$ cat src/rtl/decode_stage.sv
// RV32 decode stage: combinational decode at the input, result held in a
// 2-entry skid FIFO whose head drives all out_* ports.
module decode_stage #(
   parameter int unsigned PC_W         = 32,
   parameter bit          ENABLE_M     = 1'b1,
   parameter bit          ENABLE_ZICSR = 1'b1
) (
   input  logic            clk,
   input  logic            rst,
   input  logic            flush_in,
   input  logic            in_valid,
   output logic            in_ready,
   input  logic [31:0]     in_instr,
   input  logic [PC_W-1:0] in_pc,
   output logic            out_valid,
   input  logic            out_ready,
   output logic [PC_W-1:0] out_pc,
   output logic [3:0]      out_class,
   output logic [4:0]      out_rd,
   output logic [4:0]      out_rs1,
   output logic [4:0]      out_rs2,
   output logic [2:0]      out_funct3,
   output logic            out_alt,
   output logic [31:0]     out_imm,
   output logic            out_rd_we,
   output logic            out_illegal
);

   localparam logic [3:0] C_LUI    = 4'd0;
   localparam logic [3:0] C_AUIPC  = 4'd1;
   localparam logic [3:0] C_JAL    = 4'd2;
   localparam logic [3:0] C_JALR   = 4'd3;
   localparam logic [3:0] C_BRANCH = 4'd4;
   localparam logic [3:0] C_LOAD   = 4'd5;
   localparam logic [3:0] C_STORE  = 4'd6;
   localparam logic [3:0] C_OPIMM  = 4'd7;
   localparam logic [3:0] C_OP     = 4'd8;
   localparam logic [3:0] C_MULDIV = 4'd9;
   localparam logic [3:0] C_FENCE  = 4'd10;
   localparam logic [3:0] C_SYSTEM = 4'd11;
   localparam logic [3:0] C_ILL    = 4'd15;

   typedef struct packed {
      logic [PC_W-1:0] pc;
      logic [3:0]      cls;
      logic [4:0]      rd;
      logic [4:0]      rs1;
      logic [4:0]      rs2;
      logic [2:0]      funct3;
      logic            alt;
      logic [31:0]     imm;
      logic            rd_we;
      logic            illegal;
   } entry_t;

   entry_t     dec, e0, e1;
   logic [1:0] cnt;
   logic       push, pop;

   logic [6:0] opcode, funct7;
   logic [2:0] f3;
   logic       ill, we;

   assign opcode = in_instr[6:0];
   assign funct7 = in_instr[31:25];
   assign f3     = in_instr[14:12];

   always_comb begin
      dec        = '0;
      ill        = 1'b0;
      we         = 1'b0;
      dec.pc     = in_pc;
      dec.rd     = in_instr[11:7];
      dec.rs1    = in_instr[19:15];
      dec.rs2    = in_instr[24:20];
      dec.funct3 = f3;
      if (opcode[1:0] != 2'b11) begin
         ill = 1'b1;
      end else begin
         case (opcode)
            7'b0110111: begin dec.cls = C_LUI;   we = 1'b1; dec.imm = {in_instr[31:12], 12'h000}; end
            7'b0010111: begin dec.cls = C_AUIPC; we = 1'b1; dec.imm = {in_instr[31:12], 12'h000}; end
            7'b1101111: begin
               dec.cls = C_JAL; we = 1'b1;
               dec.imm = {{12{in_instr[31]}}, in_instr[19:12], in_instr[20], in_instr[30:21], 1'b0};
            end
            7'b1100111: begin
               dec.cls = C_JALR; we = 1'b1; ill = (f3 != 3'd0);
               dec.imm = {{20{in_instr[31]}}, in_instr[31:20]};
            end
            7'b1100011: begin
               dec.cls = C_BRANCH; ill = (f3 == 3'd2) || (f3 == 3'd3);
               dec.imm = {{20{in_instr[31]}}, in_instr[7], in_instr[30:25], in_instr[11:8], 1'b0};
            end
            7'b0000011: begin
               dec.cls = C_LOAD; we = 1'b1; ill = (f3 == 3'd3) || (f3 >= 3'd6);
               dec.imm = {{20{in_instr[31]}}, in_instr[31:20]};
            end
            7'b0100011: begin
               dec.cls = C_STORE; ill = (f3 > 3'd2);
               dec.imm = {{20{in_instr[31]}}, in_instr[31:25], in_instr[11:7]};
            end
            7'b0010011: begin
               dec.cls = C_OPIMM; we = 1'b1;
               dec.imm = {{20{in_instr[31]}}, in_instr[31:20]};
               if (f3 == 3'd1) ill = (funct7 != 7'h00);
               if (f3 == 3'd5) begin
                  ill     = (funct7 != 7'h00) && (funct7 != 7'h20);
                  dec.alt = in_instr[30];
               end
            end
            7'b0110011: begin
               we = 1'b1;
               if (funct7 == 7'h01) begin
                  dec.cls = C_MULDIV; ill = !ENABLE_M;
               end else begin
                  dec.cls = C_OP;
                  dec.alt = in_instr[30];
                  ill = !((funct7 == 7'h00) ||
                          ((funct7 == 7'h20) && ((f3 == 3'd0) || (f3 == 3'd5))));
               end
            end
            7'b0001111: dec.cls = C_FENCE;
            7'b1110011: begin
               dec.cls = C_SYSTEM;
               dec.imm = {20'h00000, in_instr[31:20]};
               if (f3 != 3'd0) begin
                  we  = 1'b1;
                  ill = !ENABLE_ZICSR;
               end
            end
            default: ill = 1'b1;
         endcase
      end
      // Illegal entries keep their raw register fields but carry no side effects.
      if (ill) begin
         dec.cls = C_ILL;
         dec.imm = '0;
         dec.alt = 1'b0;
         we      = 1'b0;
      end
      dec.illegal = ill;
      dec.rd_we   = we && (dec.rd != 5'd0);
   end

   assign in_ready  = (cnt != 2'd2) && !rst;
   assign out_valid = (cnt != 2'd0);
   assign push      = in_valid && in_ready;
   assign pop       = out_valid && out_ready;

   always_ff @(posedge clk) begin
      if (rst || flush_in) begin
         cnt <= '0;
         e0  <= '0;
         e1  <= '0;
      end else begin
         case ({push, pop})
            2'b11: begin
               if (cnt == 2'd2) begin
                  e0 <= e1;
                  e1 <= dec;
               end else begin
                  e0 <= dec;
               end
            end
            2'b01: begin
               e0  <= e1;
               cnt <= cnt - 2'd1;
            end
            2'b10: begin
               if (cnt == 2'd0) e0 <= dec;
               else             e1 <= dec;
               cnt <= cnt + 2'd1;
            end
            default: ;
         endcase
      end
   end

   assign out_pc      = e0.pc;
   assign out_class   = e0.cls;
   assign out_rd      = e0.rd;
   assign out_rs1     = e0.rs1;
   assign out_rs2     = e0.rs2;
   assign out_funct3  = e0.funct3;
   assign out_alt     = e0.alt;
   assign out_imm     = e0.imm;
   assign out_rd_we   = e0.rd_we;
   assign out_illegal = e0.illegal;

endmodule

$ cat config.mk
export PLATFORM = sky130hd
export DESIGN_NAME = decode_stage
export DESIGN_NICKNAME = d
export VERILOG_FILES = /design/src/rtl/decode_stage.sv
export SDC_FILE = /design/constraint.sdc
export NUM_CORES = 1
export LEC_CHECK = 0
export CORE_MARGIN = 4
export CORE_UTILIZATION = 55
export CTS_BUF_LIST = sky130_fd_sc_hd__clkbuf_8
export CTS_CLUSTER_SIZE = 10
export DETAILED_ROUTE_END_ITERATION = 10
export PLACE_DENSITY = 0.83
export SYNTH_ARGS = -nofsm -noshare
export SYNTH_HDL_FRONTEND = slang
export SYNTH_SLANG_ARGS = --single-unit
$ cat constraint.sdc
create_clock -name clk -period 3.7 [get_ports clk]
set_clock_uncertainty 0.2 [all_clocks]
set_input_delay 0.74 -clock clk [delete_from_list [all_inputs] [get_ports clk]]
set_output_delay 0.74 -clock clk [all_outputs]
set_load 0.02 [all_outputs]
==> results.cfg, run 1 <==
[placement]
hpwl_microns = 19400
placed_cells = 1478
port_buffers = 159
post-place-ws_ps = -95.3
gp_congestion = 0.976

[clocking]
htreeDepth = 4
cts_tree = yes
clk_pin_slew_ps = 90
cts_buffers = 17
clk_latency_ps = 470
cts_sinks = 180
cts_resized = 0
clock_path_buffers = 2
cts_hold_buf = 0
post-cts-setup-buffers = 0
clockRootBuffer = clkbuf_8

[drt]
drc = 0
first_iter_violations = 1040
detail_route.wl_per_cell_microns = 18.9
dr.pass1.iters = 6
dr_total_vias = 9548
viasPerCell = 6.33
ant_nets = 0
drt_wl_total_microns = 28600

[finish]
final_common_cell = nand2_1
multi_input_area_sq_um = 4760
seqCellArea_sq_um = 3600
final_cell_mix = 225 x nand2_1, 180 x dfxtp_1, 163 x a21oi_1
nFillCells = 1312
area_growth_pct = 27.7
final_nets = 1353
drive_gt1_share_pct = 9.83
stdcell_count = 1508
num_antenna_cells = 0

[yosys]
synth_edf_count = 0
avgSynthCellArea_sq_um = 7.68
yosys_register_bits = 180
syn_area_sq_um = 8810
synth_flop_cell = dfxtp_1
synth_area_leaders = dfxtp_1 41%, nand2_1 9.6%, a21oi_1 9.3%
async_flop_share_pct = 0
yosys_warnings = 0
synth_seq_area_share_pct = 40.9
yosysTopAreaCellShare_pct = 40.9
synth.net_count = 1219
syn_inst = 1147
synth.distinct_cells = 60
synth_top_area_cell = dfxtp_1

[sta]
rsz0062_at_grt = no
max_slew_margin_pct = 37.9
worstMarginPinSlew_ps = 932
holdWs_ps = 259
setup-tns-final_ps = 0
hold_violations = 0
slew_viol_final = 0
min_period_over_period_pct = 90.4
setup_viol = 0
final.setup.worst_slack_ps = 356
fin_crit_ps = 3340
fmax_ghz = 0.299

[critical_path]
critPathLaunchType = input pin
cp_max_fo = 11
cp-end-kind = register
path_cells = clkdlybuf4s50_1, nor4bb_1, buf_4, nand2_1, o32ai_1, nor4_4, buf_4, a21oi_1, o21bai_1, a32o_1
worstSetupPathType = input pin to register
crit_arrival_ps = 3510
cp_slowest_stage_delay_ps = 570
crit_required_ps = 3860
crit_top_cell = buf_4
slowest_stage = a21oi_1
critical-path-top-delay-family = compound AO/OA/AOI/OAI gates
critPathBufInv = 3

[grt]
grt_max_degree = 56
grt_overflow = 0
antenna_found_initial = 0
grt_pass1_wl_microns = 46100
grt_usage_pct = 31.1
grt_pass1_vias = 8778

[die]
start_util_pct = 55.9
num_rows = 46
die_area_sq_um = 18100
die_w_microns = 135
core-area_sq_um = 15800
io_pins = 160
die_y_microns = 135

[job]
max-cap-violations = 0

[worst_hold_path]
min_path_type = register to register

[power]
p_per_area_nw_per_um2 = 377
ir_worst_vdd_mv = 0.247
p_leak_nw = 3.81

[outcome]
status = finished clean
[synthesized netlist by cell type, types with 3 or more instances]
cell type  number
nand2b_1        5
and2_1         21
nor2b_1         4
o31ai_1        13
a22oi_1         6
o21a_1          3
and3_1          3
clkbuf_1       94
nor3_1         43
a31oi_1        15
or3_1          11
a221oi_2        7
a311oi_1       19
a211oi_1       15
a22o_1         11
a21o_1         12
or2_2           3
o211ai_1        8
nand2_1       226
inv_1           9
buf_1          12
a21oi_1       163
nor2_1         80
xor2_1          3
a32oi_1         7
a221oi_1       54
buf_2           6
o21ai_0        27
o21bai_1        7
a32o_1          9
dfxtp_1       180
ha_1            3
nand3b_1        3
nand3_1        30
[metal layers]
layer	part of all wire, %	track usage (%)	vias to the layer above
met3	10	6.26	102
met4	4.3	14.1	0
li1	-	-	4415
met5	0	0	-
met1	39	42.0	4449
met2	46	48.5	582
[state kept, by name, indices dropped and copies added, names as in the netlist]
register	count
out_class	4
out_funct3	3
out_rs2	5
out_imm	32
out_alt	1
out_pc	32
out_rd_we	1
out_illegal	1
cnt	2
e1	89
out_rs1	5
out_rd	5
[power breakdown]
part           internal, mW  total (mW)  switching (mW)
sequential             1.98        2.00          0.0238
combinational         0.307       0.808           0.501
clock                 0.695        1.44           0.743
total                  2.98        4.25            1.27
[final timing paths]
path,depth (start not counted),slack (ps),startpoint,to
worst max-delay path,10,360,in_instr[0],out_imm[17]$_SDFFE_PP0P_
worst min register to register,2,260,e1[87]$_SDFFE_PP0P_,e1[87]$_SDFFE_PP0P_
worst min-delay path,2,260,e1[87]$_SDFFE_PP0P_,e1[87]$_SDFFE_PP0P_
worst max register to register,9,720,cnt[0]$_SDFFE_PP0N_,out_imm[17]$_SDFFE_PP0P_
[through the flow]
step           power (mW)  utilization (%)  area (sq um)
4_1_cts              4.24             71.4         11300
2_1_floorplan        2.50                -          8810
3_5_place_dp         2.84             68.7         10800
6_report             4.25             71.4         11300
5_1_grt              4.41             71.4         11300
3_3_place_gp         2.82             68.7         10800
[tightest hold or removal path, delay by kind of cell, from the launching register on]
family	cells	cell delay, ps
AO/OA/AOI/OAI	1	50
flip-flops	1	320
AND/OR/NAND/NOR	1	50
[final cells by class]
class | instances | share of cell area (%)
clock buffer | 18 | 2.20
clock inverter | 12 | 1.50
inverter | 9 | 0.300
multi-input combinational | 843 | 42.3
sequential | 180 | 32.0
tap | 216 | 2.40
timing repair buffer | 230 | 19.3
[logic make-up (layout without fill, tap and decap cells)]
family | after synthesis | count (layout) | share of synthesized area (%)
AO/OA/AOI/OAI | 390 | 390 | 30.1
XOR/XNOR | 3 | 3 | 0.298
adder cells (fa/ha/maj) | 3 | 3 | 0.426
buffers and inverters | 124 | 269 | 5.54
flip-flops | 180 | 180 | 40.9
multiplexers | 1 | 1 | 0.114
AND/OR/NAND/NOR | 446 | 446 | 22.6
No activity file was read; power rests on OpenSTA's default activity.
==> run 2, diff against run 1 <==
--- a/config.mk
+++ b/config.mk
@@ -6,11 +6,11 @@
 export NUM_CORES = 1
 export LEC_CHECK = 0
 export CORE_MARGIN = 4
-export CORE_UTILIZATION = 55
+export CORE_UTILIZATION = 58
 export CTS_BUF_LIST = sky130_fd_sc_hd__clkbuf_8
 export CTS_CLUSTER_SIZE = 10
 export DETAILED_ROUTE_END_ITERATION = 10
-export PLACE_DENSITY = 0.83
+export PLACE_DENSITY = 0.87
 export SYNTH_ARGS = -nofsm -noshare
 export SYNTH_HDL_FRONTEND = slang
 export SYNTH_SLANG_ARGS = --single-unit
==> constraint.sdc (replaced) <==
create_clock -name clk -period 4.3 [get_ports clk]
set_clock_uncertainty 0.2 [all_clocks]
set_input_delay 1.29 -clock clk [delete_from_list [all_inputs] [get_ports clk]]
set_output_delay 1.29 -clock clk [all_outputs]
set_load 0.02 [all_outputs]
==> results.cfg, run 2 (synthesized netlist as in run 1, its figures left out) <==
[finish]
final_cell_mix = 225 x nand2_1, 180 x dfxtp_1, 163 x a21oi_1
design_area_sq_um = 11200
final_nets = 1346
regMostFlops = e1
drive_gt1_share_pct = 9.56
final_common_cell = nand2_1
area_growth_pct = 27.0
nFillCells = 1076
largest_reg_flops = 89
num_antenna_cells = 0

[sta]
min_period_over_period_pct = 95.1
final.setup.worst_slack_ps = 212
rsz0062_at_grt = no
fmax_ghz = 0.245
setup-tns-final_ps = 0
fin_crit_ps = 4090
max_slew_margin_pct = 15.7
worstMarginPinSlew_ps = 1260
setup_viol = 0
hold_violations = 0
slew_viol_final = 0

[clocking]
post-cts-setup-buffers = 0
clk_latency_ps = 480
clockRootBuffer = clkbuf_8
clk_pin_slew_ps = 80
cts_tree = yes
cts_sinks = 180
cts_buffers = 17
cts_resized = 0
clock_path_buffers = 2
htreeDepth = 4
cts_hold_buf = 0

[power]
ir_worst_vdd_mv = 0.286
p_leak_nw = 3.79
p_total_mw = 3.70
p_per_area_nw_per_um2 = 330

[worst_hold_path]
min_path_type = register to register
holdPathEnd = e1[82]$_SDFFE_PP0P_
hold_depth = 2
hold_start = e1[82]$_SDFFE_PP0P_

[drt]
ant_nets = 0
viasPerCell = 6.57
drc = 0
first_iter_violations = 1439
drt_wl_total_microns = 28700
dr_total_vias = 9669
dr.pass1.iters = 7
detail_route.wl_per_cell_microns = 19.5

[critical_path]
r2r_start = cnt[1]$_SDFFE_PP0N_
worstSetupPathType = input pin to output pin
cp-end-kind = output pin
r2r_cells = 10
crit_arrival_ps = 2600
crit_required_ps = 2810
critPathLaunchType = input pin
cp_max_fo = 2
r2r_slack_ps = 1180
reg2reg_to = out_imm[9]$_SDFFE_PP0P_

[grt]
antenna_found_initial = 0
grt_pass1_vias = 8900
grt_max_degree = 96
grt_usage_pct = 32.0
grt_pass1_wl_microns = 46100
grt_overflow = 0

[placement]
hpwl_microns = 18800
port_buffers = 159
gp_congestion = 0.959
placed_area_sq_um = 10800
post-place-ws_ps = -49.4

[die]
die_y_microns = 131
io_pins = 160
die_area_sq_um = 17200
core-area_sq_um = 14700
num_rows = 44
start_util_pct = 60.0
die_w_microns = 131

[job]
max-cap-violations = 0

[outcome]
status = finished clean
run 2: changes by cell type in the layout (fill, tap and decap cells not counted), sizes merged:
cell,delta
clkbuf,+1
buf,-7
clkinvlp,+1
run 2: per-stage QoR:
step / util [%] / hold slack [ps] / cells
after CTS: 76.1 / 260 / 1471
after detailed placement: 73.2 / 246 / 1439
after global placement: 73.2 / 241 / 1439
final: 76.1 / 257 / 1471
after global routing: 76.1 / 278 / 1471
after floorplan: - / 236 / 1147
run 2: worst max-delay path by stage:
stage                       startpoint                        to  slack [ps]  cells after the start
final                              rst                  in_ready         210                      3
after global routing               rst                  in_ready         210                      3
after CTS                          rst                  in_ready         260                      3
after detailed placement  in_instr[27]  out_imm[20]$_SDFFE_PP0P_         -50                     10
after global placement    in_instr[27]  out_imm[20]$_SDFFE_PP0P_          70                     10
after floorplan           in_instr[27]   out_imm[5]$_SDFFE_PP0P_         720                      8
run 2: layer usage:
metal | vias to the layer above | wire [microns] | track usage [%]
met5 | - | 0 | 0
met1 | 4536 | 11300 | 42.3
met3 | 117 | 3130 | 7.68
met4 | 0 | 1160 | 14.8
met2 | 607 | 13100 | 49.9
li1 | 4409 | - | -
run 2: final cells by class:
cell class / count / area, sq um / share of cell area, %
Clock buffer: 19 / 262 / 2.34
Clock inverter: 13 / 170 / 1.52
Inverter: 9 / 33.8 / 0.302
Multi-Input combinational cell: 843 / 4760 / 42.5
Sequential cell: 180 / 3600 / 32.2
Tap cell: 184 / 230 / 2.06
Timing Repair Buffer: 223 / 2130 / 19.1
run 2: report_power, final:
group	leakage [nW]	switching, mW	internal [mW]	total [mW]
clock network	0.215	0.664	0.616	1.28
registers	1.45	0.0208	1.70	1.72
logic	2.12	0.431	0.264	0.696
total	3.79	1.12	2.58	3.70
run 2: critical path: stages:
cell and delay, ps:
clkdlybuf4s50_1 460, nor2_1 200, clkdlybuf4s50_1 650
